`config.mk`:
```
export PLATFORM = sky130hd
export DESIGN_NAME = sprite_pixel_fetch
export DESIGN_NICKNAME = d
export VERILOG_FILES = /design/src/rtl/sprite_pkg.sv /design/src/rtl/sprite_anim_ctr.sv /design/src/rtl/sprite_pixel_fetch.sv
export SDC_FILE = /design/constraint.sdc
export NUM_CORES = 1
export LEC_CHECK = 0
export ABC_CLOCK_PERIOD_IN_PS = 1000
export CAP_MARGIN = 20
export CELL_PAD_IN_SITES_DETAIL_PLACEMENT = 0
export CELL_PAD_IN_SITES_GLOBAL_PLACEMENT = 1
export CORE_MARGIN = 10
export CORE_UTILIZATION = 42
export CTS_CLUSTER_DIAMETER = 30
export CTS_CLUSTER_SIZE = 30
export DETAILED_ROUTE_END_ITERATION = 7
export HOLD_SLACK_MARGIN = 0.12
export PLACE_DENSITY_LB_ADDON = 0.1
export SLEW_MARGIN = 30
export SYNTH_ARGS = -nofsm -noshare
export SYNTH_HDL_FRONTEND = slang
export SYNTH_SLANG_ARGS = --single-unit
```
`constraint.sdc`:
```
create_clock -name Clk -period 1 [get_ports Clk]
set_input_delay 0.1 -clock Clk [delete_from_list [all_inputs] [get_ports Clk]]
set_output_delay 0.1 -clock Clk [all_outputs]
set_load 0.02 [all_outputs]
```
`src/rtl/sprite_pkg.sv`:
```
// Shared sprite geometry, widths and helpers for the sprite pixel fetch path.
package sprite_pkg;

    localparam int SPRITE_W    = 20;
    localparam int SPRITE_H    = 20;
    localparam int FRAME_WORDS = SPRITE_W * SPRITE_H;
    localparam int IDX_W       = 5;
    localparam int ADDR_W      = 19;

    typedef logic [9:0] coord_t;

    // Per-pixel side information carried alongside the RAM access.
    typedef struct packed {
        logic   valid;
        logic   hit;
        coord_t x;
        coord_t y;
    } pix_tag_t;

    // 11-bit unsigned span test: start <= pos < start + len, with no wraparound.
    function automatic logic in_span(input coord_t pos, input coord_t start, input logic [10:0] len);
        logic [10:0] p_ext;
        logic [10:0] s_ext;
        p_ext = {1'b0, pos};
        s_ext = {1'b0, start};
        return (p_ext >= s_ext) && (p_ext < (s_ext + len));
    endfunction

endpackage

```
`src/rtl/sprite_anim_ctr.sv`:
```
// Animation sequencer: divides frame_tick by ANIM_DIV and steps cur_frame modulo NUM_FRAMES.
module sprite_anim_ctr
    import sprite_pkg::*;
#(
    parameter int NUM_FRAMES = 1,
    parameter int ANIM_DIV   = 8,
    parameter int FRAME_W    = $clog2(NUM_FRAMES) + 1
) (
    input  logic               Clk,
    input  logic               Reset_n,
    input  logic               anim_en,
    input  logic               frame_tick,
    output logic [FRAME_W-1:0] cur_frame
);

    localparam int TICK_W = $clog2(ANIM_DIV) + 1;

    logic [TICK_W-1:0]  tick_cnt_r;
    logic [TICK_W-1:0]  tick_nxt_s;
    logic [FRAME_W-1:0] frame_nxt_s;
    logic               advance_s;

    // Next-count logic; the frame only moves on a tick so it is stable over a visible frame.
    always_comb begin
        tick_nxt_s  = tick_cnt_r;
        frame_nxt_s = cur_frame;
        advance_s   = anim_en && frame_tick;
        if (advance_s) begin
            if (tick_cnt_r == TICK_W'(ANIM_DIV - 1)) begin
                tick_nxt_s = {TICK_W{1'b0}};
                if (cur_frame == FRAME_W'(NUM_FRAMES - 1)) begin
                    frame_nxt_s = {FRAME_W{1'b0}};
                end else begin
                    frame_nxt_s = cur_frame + FRAME_W'(1);
                end
            end else begin
                tick_nxt_s = tick_cnt_r + TICK_W'(1);
            end
        end else begin
            tick_nxt_s  = tick_cnt_r;
            frame_nxt_s = cur_frame;
        end
    end

    // Counter registers.
    always_ff @(posedge Clk or negedge Reset_n) begin
        if (!Reset_n) begin
            tick_cnt_r <= {TICK_W{1'b0}};
            cur_frame  <= {FRAME_W{1'b0}};
        end else begin
            tick_cnt_r <= tick_nxt_s;
            cur_frame  <= frame_nxt_s;
        end
    end

endmodule

```
`src/rtl/sprite_pixel_fetch.sv`:
```
// Sprite pixel fetch: hit-tests each screen pixel, addresses the sprite RAM and
// aligns the returned palette index with the pixel coordinates (fixed 2-cycle latency).
module sprite_pixel_fetch
    import sprite_pkg::*;
#(
    parameter int NUM_FRAMES = 1,
    parameter int ANIM_DIV   = 8,
    parameter int TRANSP_IDX = 0
) (
    input  logic                          Clk,
    input  logic                          Reset_n,
    input  logic                          pix_valid,
    input  logic [9:0]                    DrawX,
    input  logic [9:0]                    DrawY,
    input  logic [9:0]                    SpriteX,
    input  logic [9:0]                    SpriteY,
    input  logic                          flip_h,
    input  logic                          anim_en,
    input  logic                          frame_tick,
    input  logic [IDX_W-1:0]              ram_data,
    output logic [ADDR_W-1:0]             ram_read_address,
    output logic                          out_valid,
    output logic                          out_on,
    output logic [IDX_W-1:0]              out_idx,
    output logic [9:0]                    out_x,
    output logic [9:0]                    out_y,
    output logic [$clog2(NUM_FRAMES):0]   cur_frame
);

    localparam int FRAME_W = $clog2(NUM_FRAMES) + 1;

    logic              hit_s;
    logic [10:0]       col_raw_s;
    logic [10:0]       col_s;
    logic [10:0]       row_s;
    logic [ADDR_W-1:0] addr_s;
    pix_tag_t          tag_s;
    pix_tag_t          tag1_r;
    pix_tag_t          tag2_r;
    logic              on_s;
    logic [IDX_W-1:0]  idx_s;

    sprite_anim_ctr #(
        .NUM_FRAMES (NUM_FRAMES),
        .ANIM_DIV   (ANIM_DIV),
        .FRAME_W    (FRAME_W)
    ) u_anim (
        .Clk        (Clk),
        .Reset_n    (Reset_n),
        .anim_en    (anim_en),
        .frame_tick (frame_tick),
        .cur_frame  (cur_frame)
    );

    // Hit test and RAM address for the pixel presented this cycle.
    always_comb begin
        hit_s = pix_valid
              && in_span(DrawX, SpriteX, 11'(SPRITE_W))
              && in_span(DrawY, SpriteY, 11'(SPRITE_H));
        col_raw_s = {1'b0, DrawX} - {1'b0, SpriteX};
        if (flip_h) begin
            col_s = 11'(SPRITE_W - 1) - col_raw_s;
        end else begin
            col_s = col_raw_s;
        end
        row_s  = {1'b0, DrawY} - {1'b0, SpriteY};
        addr_s = ADDR_W'(cur_frame) * ADDR_W'(FRAME_WORDS)
               + ADDR_W'(row_s) * ADDR_W'(SPRITE_W)
               + ADDR_W'(col_s);
        tag_s  = '{valid: pix_valid, hit: hit_s, x: DrawX, y: DrawY};
    end

    // Output decode once the RAM word for the stage-2 pixel is on ram_data.
    always_comb begin
        on_s = tag2_r.hit && (ram_data != IDX_W'(TRANSP_IDX));
        if (on_s) begin
            idx_s = ram_data;
        end else begin
            idx_s = {IDX_W{1'b0}};
        end
    end

    // Address register (holds on a miss) and the two-stage alignment pipeline.
    always_ff @(posedge Clk or negedge Reset_n) begin
        if (!Reset_n) begin
            ram_read_address <= {ADDR_W{1'b0}};
            tag1_r           <= '0;
            tag2_r           <= '0;
            out_valid        <= 1'b0;
            out_on           <= 1'b0;
            out_idx          <= {IDX_W{1'b0}};
            out_x            <= 10'd0;
            out_y            <= 10'd0;
        end else begin
            if (hit_s) begin
                ram_read_address <= addr_s;
            end
            tag1_r    <= tag_s;
            tag2_r    <= tag1_r;
            out_valid <= tag2_r.valid;
            out_on    <= on_s;
            out_idx   <= idx_s;
            out_x     <= tag2_r.x;
            out_y     <= tag2_r.y;
        end
    end

endmodule

```
==> out/results.tsv, run 1 <==
stage	metric	value	unit
clocking	max-clock-path-buffers	2	
timing	hold_viol	0	
place	place.gp.congestion	0.7948	
floorplan	start_util	43.05	%
finish	antenna_cells	0	
clocking	clk-insertion-delay-late	0.34	ns
route	drtIter0Drc	161	
timing	period_share	383.2	%
timing	hold_slack	0.1403	ns
hold_path	holdPathStages	3	
yosys	ys_seq_elements	88	
run_status	failed_checks	setup timing	
worst_setup_path	worstSetupPathType	input port to register	
yosys	synth-edff-count	0	
clocking	numClockSinks	88	
place	place_ws	-3.690	ns
timing	timing.fmax	261.0	MHz
route	route.vias.total	4350	
worst_setup_path	worst-path-max-fanout	3	
finish	p_r_area_growth_vs_syn	69.66	%
route	totalWireLength	13.31	mm
timing	fin_worst_skew	0.004795	ns
pwr	p_per_area	2373	nW/um2
worst_setup_path	register_to_register_setup_slack	0.09	ns
pwr	design_power_total	20.90	mW
global_route	global_route.usage.total	15.53	%
worst_setup_path	timing.rr.start	ram_read_address[13]	
timing	final-setup-viol-count	18	
hold_path	hold_path_startpoint	ram_data[4]	
floorplan	chipHeight	131.2	um
yosys	synth_seq_area_share	42.41	%
hold_path	min-delay-path-class	input port to register	
finish	final_layout_size_suffix_gt1_share	51.86	%
timing	period_needed	3.832	ns
floorplan	placement_rows	40	
clocking	cts_made_buffers	9	
floorplan	placeableCoreArea	12060	um2
timing	grt_setup_unrepaired	true	
global_route	first_global_vias	4760	
yosys	netlist_instances	462	
worst_setup_path	critical_path.startpoint_type	input port	
worst_setup_path	end_kind	register	
global_route	pin_count_of_the_biggest_net_entering_global_routing	89	
finish	filler_cell_count	839	
yosys	postSynthAreaPerCell	11.24	um2
timing	timing.final.ws_setup	-2.832	ns
worst_setup_path	worstRegToRegCells	2	
worst_setup_path	timing.rr.end	ram_read_address[13]	
hold_path	whs_endpoint	out_on	
pwr	power_leakage	4.161	nW
global_route	grt_overflow	0	
yosys	synth_cell_type_count	57	
pwr	max-vdd-ir-drop	0.001539	V
yosys	fraction_of_registers_with_async_set_or_reset_after_synthesis	100.0	%
yosys	yosysWarnings	0	
place	placement.io_buffers	92	
finish	final_util	73.04	%
yosys	synthFlopType	dfrtp_1	
clocking	cts_h_tree_depth	3	
finish	final_nets	877	
yosys	cell_area_after_technology_mapping	5192	um2
timing	setup_total_negative_slack	-36.27	ns
route	first_pass_iters	4	
run	cap_viol_max_count	0	
worst_setup_path	crit_start	DrawY[0]	
floorplan	pin_count	98	
floorplan	die_width	131.2	um
floorplan	dieArea	17210	um2
global_route	initial_antenna_violation_count	0	
worst_setup_path	critical_path_required	1.23	ns
run_status	run_status	complete, but fails checks	
global_route	grt_first_pass_wirelength	22.50	mm
route	drt_drc_violations_left	0	
clocking	tritoncts	built	
worst_setup_path	cp.arrival	4.06	ns
route	mean_routed_wirelength_per_cell	14.44	um
clocking	ctsRootBufferMaster	clkbuf_16	
place	hpwl	9.870	mm
clocking	path_clk_slew	0.06	ns
route	vias_per_cell	4.718	
timing	maxSlewViolCount	0	
route	antenna_violating_nets_post_route	0	
-- worst max-delay path by stage --
stage                            to  slack, ns  cells after the start
2_1_floorplan  ram_read_address[13]      -2.92                     22
3_3_place_gp   ram_read_address[15]      -3.61                     22
3_5_place_dp   ram_read_address[13]      -3.69                     23
4_1_cts        ram_read_address[13]      -2.81                     22
5_1_grt        ram_read_address[13]      -2.98                     22
6_report       ram_read_address[13]      -2.83                     22
-- cell usage after synthesis (2+ instances only) --
cell type	instances	area [um2]
a211oi_1	3	22.52
a21boi_0	2	15.01
a21o_1	10	75.07
a21oi_1	28	140.1
and2_1	8	50.05
and3_1	2	12.51
buf_4	3	22.52
dfrtp_1	88	2202
fa_1	4	80.08
ha_1	73	913.4
inv_1	35	131.4
mux2_1	2	22.52
mux2_2	9	101.4
mux2_4	6	90.09
nand2_1	18	67.56
nand2b_1	2	12.51
nand3_1	7	35.03
nand4_1	5	31.28
nor2_1	19	71.32
nor2b_1	7	43.79
nor3_1	5	25.02
o2111ai_1	2	17.52
o211ai_1	4	30.03
o21a_1	6	45.04
o21ai_0	17	85.08
o21bai_1	6	45.04
o22ai_1	3	18.77
o31ai_1	4	30.03
o32ai_1	2	17.52
or2_2	2	12.51
or3_1	2	12.51
xnor2_1	40	350.3
xor2_1	14	122.6
-- registers in the layout, indices dropped and copies added (netlist names) --
register	count
out_idx	5
out_y	10
ram_read_address	17
out_x	10
tag2_r	22
out_on	1
tag1_r	22
out_valid	1
-- through the flow --
stage	cell area (um2)	std cells
2_1_floorplan	5475	464
3_3_place_gp	7672	863
3_5_place_dp	7672	863
4_1_cts	8458	904
5_1_grt	8810	922
6_report	8810	922
-- cells by family after synthesis --
family | synth area share, %
AOI/OAI and AO/OA | 13.23
DFF | 42.41
and+or+nand+nor | 8.674
adders and majority gates | 19.13
xor gates and xnor gates | 9.109
buffers and inverters | 3.253
muxes | 4.121
other | 0.07222
-- layer usage --
metal | routed length (um) | up-vias | GRT usage (%)
li1 | - | 2199 | -
met1 | 5849 | 2068 | 18.62
met2 | 6788 | 72 | 27.07
met5 | 0 | - | 0
met3 | 517 | 11 | 3.773
met4 | 155 | 0 | 4.125
-- area by class of cell --
class / count / area [um2] / area share (%)
Timing Repair Buffer: 279 / 2307 / 26.19
Tap cell: 168 / 210.2 / 2.386
Multi-Input combinational cell: 336 / 3623 / 41.13
Inverter: 35 / 163.9 / 1.861
Sequential cell: 88 / 2202 / 25.00
Clock inverter: 7 / 77.57 / 0.8806
Clock buffer: 9 / 225.2 / 2.556
-- layout by cell type, fill, tap and decap left out, types with 4 or more instances in the layout --
cell type	instances
buf_4	158
dfrtp_1	88
ha_1	42
xnor2_1	36
buf_2	35
buf_6	34
ha_4	26
inv_1	20
a21oi_1	16
nor2_1	14
mux2_4	14
dlygate4sd3_1	13
nand2_1	12
dlygate4sd2_1	12
clkdlybuf4s50_1	12
a21oi_2	11
xor2_1	10
o21ai_0	10
a21o_1	10
clkbuf_16	10
and2_1	8
inv_2	8
o21a_1	6
nand3_1	6
o21bai_1	6
nor2b_1	6
inv_4	5
nand4_1	5
nand2_2	5
ha_2	5
xnor2_2	4
o21ai_2	4
o211ai_1	4
xor2_2	4
fa_2	4
buf_8	4
-- worst max-delay path, cell delays in order --
cell and delay, ns:
buf_8 0.11, inv_8 0.04, ha_4 0.13, inv_2 0.03
fa_2 0.35, a21o_1 0.18, a21oi_2 0.17, xnor2_2 0.16
ha_4 0.25, fa_2 0.39, a21o_1 0.21, a21oi_2 0.14
xnor2_1 0.13, ha_1 0.28, ha_4 0.28, o21a_1 0.16
o31ai_2 0.08, a21bo_2 0.22, a21boi_2 0.16, o21ai_2 0.08
xnor2_1 0.15, mux2_4 0.26
-- where the power goes --
| group | switching, mW | internal, mW |
|---|---|---|
| combinational | 5.73 | 7.54 |
| clock | 1.42 | 1.96 |
| sequential | 0.240 | 4.01 |
| total | 7.39 | 13.5 |
-- what timing repair did --
item / 4_1_cts / 5_1_grt
pin swaps: 54 / 46
setup buffers: 16 / 18
endpoints found under the hold margin: 96 / 4
setup endpoints to repair: 63 / 35
resized for setup: 362 / 68
hold buffers: 9 / 4
gates cloned: 0 / 1
Power figures use the tool's default switching activity.
==> run 2: changes to the inputs <==
- ABC_CLOCK_PERIOD_IN_PS: 1000 -> default
- RECOVER_POWER: default -> 100
==> run 2 against run 1 <==
Net effect:
- the run still ends with setup timing left
- combinational power about the same
- cell area down 0.57%
- clock power about the same
- critical path type unchanged
- critical endpoint unchanged
- largest power group unchanged
- highest routed layer unchanged
==> out/results.tsv, run 2 (synthesized netlist as in run 1, its figures left out) <==
stage	metric	value	unit	change
worst_setup_path	critical_path.startpoint_type	input port		
floorplan	dieArea	17210	um2	unchanged
floorplan	chipHeight	131.2	um	unchanged
clocking	cts_h_tree_depth	3		unchanged
clocking	path_clk_slew	0.06	ns	about the same
timing	grt_setup_unrepaired	true		
route	wl_met3	525	um	+1.5%
pwr	netSwitchingPower	7.387	mW	about the same
timing	timing.slew.headroom	59.28	%	
clocking	numClockSinks	88		unchanged
worst_setup_path	worstRegToRegCells	2		unchanged
global_route	grt_overflow	0		unchanged
timing	timing.fmax	261.0	MHz	about the same
pwr	p_sw_share	35.38	%	+0.036 points
timing	timing.final.ws_setup	-2.831	ns	+0.0002000 ns
finish	layout_common_cells	buf_4, dfrtp_1, ha_1, xnor2_1, buf_6		
worst_setup_path	end_kind	register		
global_route	grt_first_pass_wirelength	22.50	mm	unchanged
global_route	pin_count_of_the_biggest_net_entering_global_routing	89		unchanged
clocking	ctsRootBufferMaster	clkbuf_16		
floorplan	pin_count	98		unchanged
route	totalWireLength	13.32	mm	about the same
floorplan	placeableCoreArea	12060	um2	unchanged
pwr	p_per_area	2383	nW/um2	+0.44%
worst_setup_path	worst-path-max-fanout	3		unchanged
pwr	p_seq_share	20.4	%	about the same
place	place_ws	-3.690	ns	unchanged
worst_setup_path	cp.arrival	4.06	ns	about the same
clocking	cts_made_buffers	9		unchanged
run	cap_viol_max_count	0		unchanged
route	antenna_violating_nets_post_route	0		unchanged
timing	max_slew.worst_pin.slew	0.6108	ns	
floorplan	die_width	131.2	um	unchanged
pwr	comb_power_share	63.4	%	about the same
route	routedLengthMet1	5.847	mm	about the same
finish	p_r_area_growth_vs_syn	68.70	%	
route	detailroute.wirelength.met2	6.788	mm	unchanged
finish	final_layout_size_suffix_gt1_share	50.53	%	-1.3 points
place	post_dp_cell_area	7672	um2	unchanged
route	mean_routed_wirelength_per_cell	14.44	um	about the same
route	routed.top_layer	met4		
run_status	run_status	complete, but fails checks		
finish	final_nets	877		unchanged
timing	period_needed	3.831	ns	-0.0002000 ns
timing	hold_viol	0		unchanged
timing	final-setup-viol-count	18		unchanged
clocking	max-clock-path-buffers	2		unchanged
worst_setup_path	worstSetupPathType	input port to register		
place	place.gp.congestion	0.7948		unchanged
finish	reg_top3	tag1_r (22), tag2_r (22), ram_read_address (17)		
route	vias_per_cell	4.715		about the same
hold_path	holdPathStages	3		unchanged
finish	layout_commonest_cell	buf_4		
run_status	failed_checks	setup timing		
clocking	tritoncts	built		
finish	layout.cell_area.non_filler	8760	um2	-0.57%
global_route	first_global_vias	4760		unchanged
timing	period_share	383.1	%	about the same
floorplan	placement_rows	40		unchanged
timing	fin_worst_skew	0.004852	ns	+0.00005651 ns
route	drt_drc_violations_left	0		unchanged
floorplan	start_util	43.05	%	unchanged
clocking	clk-insertion-delay-late	0.34	ns	about the same
route	drtIter0Drc	155		-3.7%
place	placement.io_buffers	92		unchanged
timing	maxSlewViolCount	0		unchanged
pwr	max-vdd-ir-drop	0.001539	V	about the same
hold_path	min-delay-path-class	input port to register		
finish	antenna_cells	0		unchanged
pwr	power_leakage	4.110	nW	-1.2%
worst_setup_path	critical_path_required	1.23	ns	about the same
global_route	global_route.usage.total	15.53	%	unchanged
finish	filler_cell_count	856		+2.0%
route	first_pass_iters	4		unchanged
place	hpwl	9.870	mm	unchanged
route	route.vias.total	4347		-0.069%
pwr	power.share.clock	16.2	%	about the same
pwr	power.internal	13.49	mW	-0.19%
global_route	initial_antenna_violation_count	0		unchanged
[run 2: changes by cell type in the layout (fill, tap and decap cells not counted), sizes merged]
cell / previous run / this run
clkdlybuf4s50: 12 / 6
dlygate4sd3: 13 / 19
clkbuf: 13 / 31
buf: 234 / 217
dlymetal6s2s: 3 / 2
[run 2: stage by stage]
stage	TNS, ns	hold WS, ns	std cells	total power, mW	utilization [%]
6_report	-36.65	0.1447	922	20.88	72.62
5_1_grt	-38.77	0.1599	922	22.55	72.62
4_1_cts	-36.26	0.1383	904	20.11	70.12
3_5_place_dp	-53.03	0.1732	863	15.33	63.61
3_3_place_gp	-51.63	0.1638	863	15.13	63.61
2_1_floorplan	-37.29	-0.1956	464	10.91	-
[run 2: worst max-delay path: stages]
cell      delay [ns]
buf_8           0.11
inv_8           0.04
ha_4            0.13
inv_2           0.03
fa_2            0.35
a21o_1          0.18
a21oi_2         0.17
xnor2_2         0.16
ha_4            0.25
fa_2            0.39
a21o_1          0.21
a21oi_2         0.14
xnor2_1         0.13
ha_1            0.28
ha_4            0.28
o21a_1          0.16
o31ai_2         0.08
a21bo_2         0.22
a21boi_2        0.16
o21ai_2         0.08
xnor2_1         0.15
mux2_4          0.26
[run 2: power by group through the flow]
stage / clock network (mW) / logic [mW] / registers [mW]
final: 3.39 / 13.2 / 4.25
after CTS: 3.47 / 12.4 / 4.23
after global placement: 0 / 10.9 / 4.26
after floorplan: 0 / 6.21 / 4.70
after detailed placement: 0 / 11.1 / 4.28
after global routing: 3.67 / 14.6 / 4.31
[run 2: layout make-up]
class | instances | area, um2 | area share [%]
Inverter | 35 | 163.9 | 1.871
Tap cell | 168 | 210.2 | 2.400
Timing Repair Buffer | 279 | 2261 | 25.81
Clock inverter | 7 | 77.57 | 0.8856
Clock buffer | 9 | 225.2 | 2.571
Multi-Input combinational cell | 336 | 3620 | 41.32
Sequential cell | 88 | 2202 | 25.14
[run 2: final timing paths]
kind,start,endpoint,slack (ns)
worst max register to register,ram_read_address[13],ram_read_address[13],0.09
worst max-delay path,DrawY[0],ram_read_address[13],-2.83
min in group asynchronous,Reset_n,out_x[1],0.40
max in group asynchronous,Reset_n,out_y[8],0.16
worst min register to register,tag1_r[8],tag2_r[8],0.35
worst min-delay path,ram_data[4],out_on,0.14
[run 2: per-layer routing]
metal,global-route usage (%),vias up
met3,3.773,11
met1,18.62,2066
met4,4.125,0
li1,-,2198
met2,27.07,72
met5,0,-
[run 2: repair_timing]
| action | CTS | global route |
|---|---|---|
| setup buffers | 16 | 18 |
| setup endpoints to repair | 63 | 35 |
| endpoints found under the hold margin | 96 | 4 |
| pin swaps | 54 | 46 |
| resized for setup | 362 | 68 |
| gates cloned | 0 | 1 |
| hold buffers | 9 | 4 |
